==> src/rtl/descramble_sync.sv <==
// rtl/descramble_sync.sv - 100BASE-TX receive descrambler with idle-based lock acquisition
// Optional relock counter port enabled by DESCRAMBLE_SYNC_STATS_EN.
`timescale 1ns/1ps
module descramble_sync #(
  parameter int LOCK_IDLES   = 29,
  parameter int HOLD_IDLES   = 60,
  parameter int IDLE_TIMEOUT = 125000
) (
  input  logic       clk,
  input  logic       rst,
  input  logic       scrambled,
  input  logic       valid,
  output logic       unscrambled,
  output logic       out_valid,
  output logic       locked,
  output logic       lock_lost
`ifdef DESCRAMBLE_SYNC_STATS_EN
  ,
  output logic [7:0] relocks
`endif
);

  localparam int AW = $clog2(11) + 1;
  localparam int RW = $clog2((HOLD_IDLES > LOCK_IDLES) ? HOLD_IDLES : LOCK_IDLES) + 1;
  localparam int TW = $clog2(IDLE_TIMEOUT) + 1;
  localparam logic [AW-1:0] ACQ_LAST   = AW'(10);
  localparam logic [RW-1:0] LOCK_LAST  = RW'(LOCK_IDLES - 1);
  localparam logic [RW-1:0] HOLD_LAST  = RW'(HOLD_IDLES - 1);
  localparam logic [TW-1:0] TIMER_LAST = TW'(IDLE_TIMEOUT - 1);

  typedef enum logic [1:0] {
    ACQUIRE = 2'd0,
    VERIFY  = 2'd1,
    LOCKED  = 2'd2
  } state_t;

  state_t        state, next_state;
  logic [10:0]   lfsr, lfsr_next;
  logic [AW-1:0] acq_cnt, acq_next;
  logic [RW-1:0] run_cnt, run_next;
  logic [TW-1:0] timer, timer_next;
  logic          fb, d, emit, lose;

  assign fb = lfsr[8] ^ lfsr[10];
  assign d  = scrambled ^ fb;

  always_ff @(posedge clk or posedge rst) begin
    if (rst) state <= ACQUIRE;
    else     state <= next_state;
  end

  always_comb begin
    next_state = state;
    lfsr_next  = lfsr;
    acq_next   = acq_cnt;
    run_next   = run_cnt;
    timer_next = timer;
    emit       = 1'b0;
    lose       = 1'b0;
    if (valid) begin
      case (state)
        ACQUIRE: begin
          // Line assumed idle: the transmit feedback bit is the inverted received bit.
          lfsr_next = {lfsr[9:0], ~scrambled};
          if (acq_cnt == ACQ_LAST) begin
            next_state = VERIFY;
            acq_next   = '0;
            run_next   = '0;
          end else begin
            acq_next = acq_cnt + 1'b1;
          end
        end
        VERIFY: begin
          lfsr_next = {lfsr[9:0], fb};
          if (!d) begin
            next_state = ACQUIRE;
            acq_next   = '0;
          end else if (run_cnt == LOCK_LAST) begin
            next_state = LOCKED;
            run_next   = '0;
            timer_next = '0;
          end else begin
            run_next = run_cnt + 1'b1;
          end
        end
        LOCKED: begin
          lfsr_next = {lfsr[9:0], fb};
          emit      = 1'b1;
          // A completed idle run beats a coincident timeout.
          if (d && run_cnt == HOLD_LAST) begin
            run_next   = '0;
            timer_next = '0;
          end else begin
            run_next = d ? run_cnt + 1'b1 : '0;
            if (timer == TIMER_LAST) begin
              next_state = ACQUIRE;
              acq_next   = '0;
              run_next   = '0;
              timer_next = '0;
              lose       = 1'b1;
            end else begin
              timer_next = timer + 1'b1;
            end
          end
        end
        default: begin
          next_state = ACQUIRE;
          acq_next   = '0;
          run_next   = '0;
          timer_next = '0;
        end
      endcase
    end
  end

  always_comb begin
    locked = (state == LOCKED);
  end

  always_ff @(posedge clk or posedge rst) begin
    if (rst) begin
      lfsr    <= '0;
      acq_cnt <= '0;
      run_cnt <= '0;
      timer   <= '0;
    end else begin
      lfsr    <= lfsr_next;
      acq_cnt <= acq_next;
      run_cnt <= run_next;
      timer   <= timer_next;
    end
  end

  always_ff @(posedge clk or posedge rst) begin
    if (rst) begin
      unscrambled <= 1'b0;
      out_valid   <= 1'b0;
      lock_lost   <= 1'b0;
    end else begin
      out_valid <= emit;
      lock_lost <= lose;
      if (emit) unscrambled <= d;
    end
  end

`ifdef DESCRAMBLE_SYNC_STATS_EN
  always_ff @(posedge clk or posedge rst) begin
    if (rst)                          relocks <= 8'd0;
    else if (lose && relocks != 8'hff) relocks <= relocks + 8'd1;
  end
`endif

endmodule

==> config.mk <==
export PLATFORM = sky130hd
export DESIGN_NAME = descramble_sync
export DESIGN_NICKNAME = d
export VERILOG_FILES = /design/src/rtl/descramble_sync.sv
export SDC_FILE = /design/constraint.sdc
export NUM_CORES = 1
export LEC_CHECK = 0
export ABC_AREA = 1
export ABC_CLOCK_PERIOD_IN_PS = 2200
export BUFFER_PORTS_ARGS = -buffer_cell sky130_fd_sc_hd__buf_4
export CAP_MARGIN = 15
export CELL_PAD_IN_SITES_DETAIL_PLACEMENT = 1
export CELL_PAD_IN_SITES_GLOBAL_PLACEMENT = 2
export CORE_MARGIN = 5
export CORE_UTILIZATION = 37
export CTS_CLUSTER_SIZE = 24
export DETAILED_ROUTE_END_ITERATION = 12
export GPL_TIMING_DRIVEN = 0
export PLACE_DENSITY = 0.88
export REMOVE_ABC_BUFFERS = 1
export SLEW_MARGIN = 0
export SYNTH_ARGS = -nofsm -noshare
export SYNTH_HDL_FRONTEND = slang
export SYNTH_SLANG_ARGS = --single-unit
==> constraint.sdc <==
create_clock -name clk -period 2.2 [get_ports clk]
set_clock_uncertainty 0.1 [all_clocks]
set_input_delay 0.44 -clock clk [delete_from_list [all_inputs] [get_ports clk]]
set_output_delay 0.44 -clock clk [all_outputs]
set_load 0.01 [all_outputs]
==> run_results.csv <==
group,metric,value,unit
global_route,grt_overflow,0,
routing,drcViolationCount,0,
cts,insertion_delay,0.31,ns
run,maxCapViolCount,0,
cts,numCtsBuffers,5,
worst_setup_path,slowest_stage,"dfrtp_1",
worst_setup_path,required,1.66,ns
routing,vias,2604,
worst_setup_path,path_buf_inv,2,
die,pin_count,8,
sta,slew_headroom,58.7,%
worst_setup_path,cp_slowest_stage_delay,0.44,ns
routing,drt_first_pass_iters,4,
sta,tightestPinTransition,0.618,ns
die,initial_core_util,38.3,%
die,fp.dieH,99.7,um
routing,initialDrtViolationCount,105,
worst_setup_path,r2r_start,"run_cnt[1]",
die,core,7770,sq um
min_path,min_from,"scrambled",
power,total_leakage_power,1.44,nW
worst_setup_path,cp-end-kind,"output pin",
placement,gp_congestion,0.854,
placement,placed_cells,500,
worst_setup_path,cp_cell_sequence,"inv_1, ha_2, buf_4",
worst_setup_path,worstPathArrival,1.47,ns
die,die-area,9940,sq um
final_layout,layout-drive-gt1-share,10.8,%
global_route,grt_max_degree,33,
final_layout,mostFrequentLayoutCell,"nand2_1",
sta,setup_viol,0,
sta,fin_crit_sh,91.4,%
final_layout,final_cell_mix,"99 x nand2_1, 53 x nor2_1, 46 x dfrtp_1",
yosys,syn_inst,402,
sta,drv_slew,0,
power,ir_drop,364,uV
routing,totalWireLength,7.30,mm
yosys,avgSynthCellArea,7.41,sq um
sta,fin_crit,2.01,ns
worst_setup_path,critical_path.max_fanout,18,
cts,htree_levels,2,
final_layout,nNetsFinal,420,
yosys,yosys.cell_types.count,37,
min_path,hp-class,"input port to register",
status,status,"complete, no violations",
min_path,whs_endpoint,"lfsr[0]",
global_route,grt_pass1_vias,2718,
cts,clk_path_buf_depth,2,
sta,fin_tns_setup,0,ns
final_layout,area_growth,8.70,%
cts,cts-root-buf,"clkbuf_8",
power,p_per_area,860,nW/um^2
worst_setup_path,cp-start-kind,"register",
sta,rsz0062_at_grt,"false",
yosys,ys_seq_area_share,38.7,%
final_layout,n_antenna_cell,0,
sta,hold_violations,0,
worst_setup_path,regToRegSetupSlack,0.20,ns
yosys,netlist_area,2980,sq um
worst_setup_path,crit_type,"register to output pin",
global_route,antenna_found_initial,0,
final_layout,final_cells,510,
min_path,hold_path_depth,4,
routing,drtAntennaViolNets,0,
die,rows,32,
cts,clk_pin_slew,0.10,ns
worst_setup_path,cp_top_family,"flip-flops",
global_route,grt_pass1_wl,12.9,mm
sta,fmax,0.497,GHz
final_layout,utilization,41.7,%
yosys,yosysWarnings,0,
routing,vias_per_cell,5.11,
placement,dpl.hpwl,5.53,mm
die,die_w,99.7,um
routing,wl_per_cell,14.3,um
cts,cts.sink_count,46,
worst_setup_path,ff2ff_path_depth,8,
placement,portBuffers,7,
worst_setup_path,r2r_end,"timer[4]",
yosys,ys_ff_latch,46,
global_route,track_usage,15.8,%
cts,cts_tree,"done",
## synthesized netlist by cell type
master,instances,area share [%]
nor2_2,2,0.42
a21oi_1,8,1.3
inv_1,40,5.0
nand3_1,41,6.9
clkinv_4,1,0.29
nor4_1,2,0.42
dfrtp_1,46,39
clkinv_2,1,0.17
nor2_8,1,0.67
nor3_1,4,0.67
nand3_2,1,0.34
nand2_2,5,1.1
buf_6,1,0.38
inv_2,2,0.25
buf_2,5,0.84
a22oi_1,1,0.25
nor2_1,53,6.7
nand3b_2,1,0.38
and2_1,1,0.21
ha_1,9,3.8
o22ai_1,7,1.5
o21ai_1,8,1.3
xor2_1,12,3.5
nor2_4,2,0.76
buf_1,1,0.13
o21ai_0,12,2.0
nand4_4,2,1.4
clkbuf_1,5,0.63
nand2_1,99,12
nand3_4,1,0.59
nand4_1,16,3.4
or2_2,2,0.42
nand3b_1,3,0.76
xnor2_1,1,0.29
nor4_2,1,0.42
o21bai_1,2,0.50
nand2_4,3,1.1
## registers in the layout, indices dropped and copies added, names as in the netlist
| name | flops |
|---|---|
| unscrambled | 1 |
| timer | 18 |
| state | 2 |
| lock_lost | 1 |
| acq_cnt | 5 |
| out_valid | 1 |
| run_cnt | 7 |
| lfsr | 11 |
## timing repair
action | in CTS | in global routing
setup buffers | 0 | 1
hold endpoints to repair | 8 | 0
pin swaps | 0 | 1
hold buffers | 1 | 0
setup endpoints to repair | 4 | 4
gates resized for setup | 1 | 0
## logic make-up after synthesis
logic type / after synthesis / share of synthesized area (%)
flip-flops: 46 / 38.7
AND/OR/NAND/NOR: 240 / 39.1
buffers and inverters: 56 / 7.73
XOR/XNOR: 13 / 3.82
adder cells (fa/ha/maj): 9 / 3.78
AO/OA/AOI/OAI: 38 / 6.93
## how the worst max path moves through the flow
stage	depth (start not counted)	slack (ns)	endpoint	from
floorplan	6	0.47	timer[0]	state[0]
global placement	2	-0.13	run_cnt[5]	rst
detailed placement	6	0.005	timer[5]	state[0]
CTS	7	0.09	timer[10]	run_cnt[0]
global route	10	0.03	timer[0]	timer[0]
finish	3	0.19	locked	state[0]
## worst min-delay path, delay by kind of cell
family | cells | cell delay (ns)
AO/OA/AOI/OAI | 1 | 0.07
buffers and inverters | 1 | 0.10
AND/OR/NAND/NOR | 2 | 0.13
## stage by stage
step                      power, W  cell area [sq um]  setup WS [ns]  hold slack, ns
final                      0.00278               3240          0.188           0.364
after global routing       0.00302               3240         0.0328           0.359
after CTS                  0.00282               3230         0.0856           0.358
after detailed placement   0.00221               3120        0.00545           0.344
after global placement     0.00217               3100         -0.130           0.373
after floorplan            0.00191               2920          0.471           0.354
## power by group
| part | internal (W) | switching (W) | total [W] |
|---|---|---|---|
| sequential | 0.00102 | 0.000153 | 0.00118 |
| combinational | 0.000330 | 0.000686 | 0.00102 |
| clock | 0.000239 | 0.000353 | 0.000591 |
## routing by layer
layer / GRT usage, % / wire, um
met1: 20.5 / 3410
met5: 0 / 0
met3: 2.45 / 169
met2: 28.0 / 3660
met4: 3.15 / 61
## area by class of cell
cell class / count / area (sq um)
Timing Repair Buffer: 10 / 90.1
Multi-Input combinational cell: 300 / 1600
Tap cell: 102 / 128
Sequential cell: 46 / 1150
Fill cell: 998 / 4530
Clock buffer: 5 / 68.8
Clock inverter: 3 / 28.8
Inverter: 44 / 171
(Power assumes the default switching activity.)
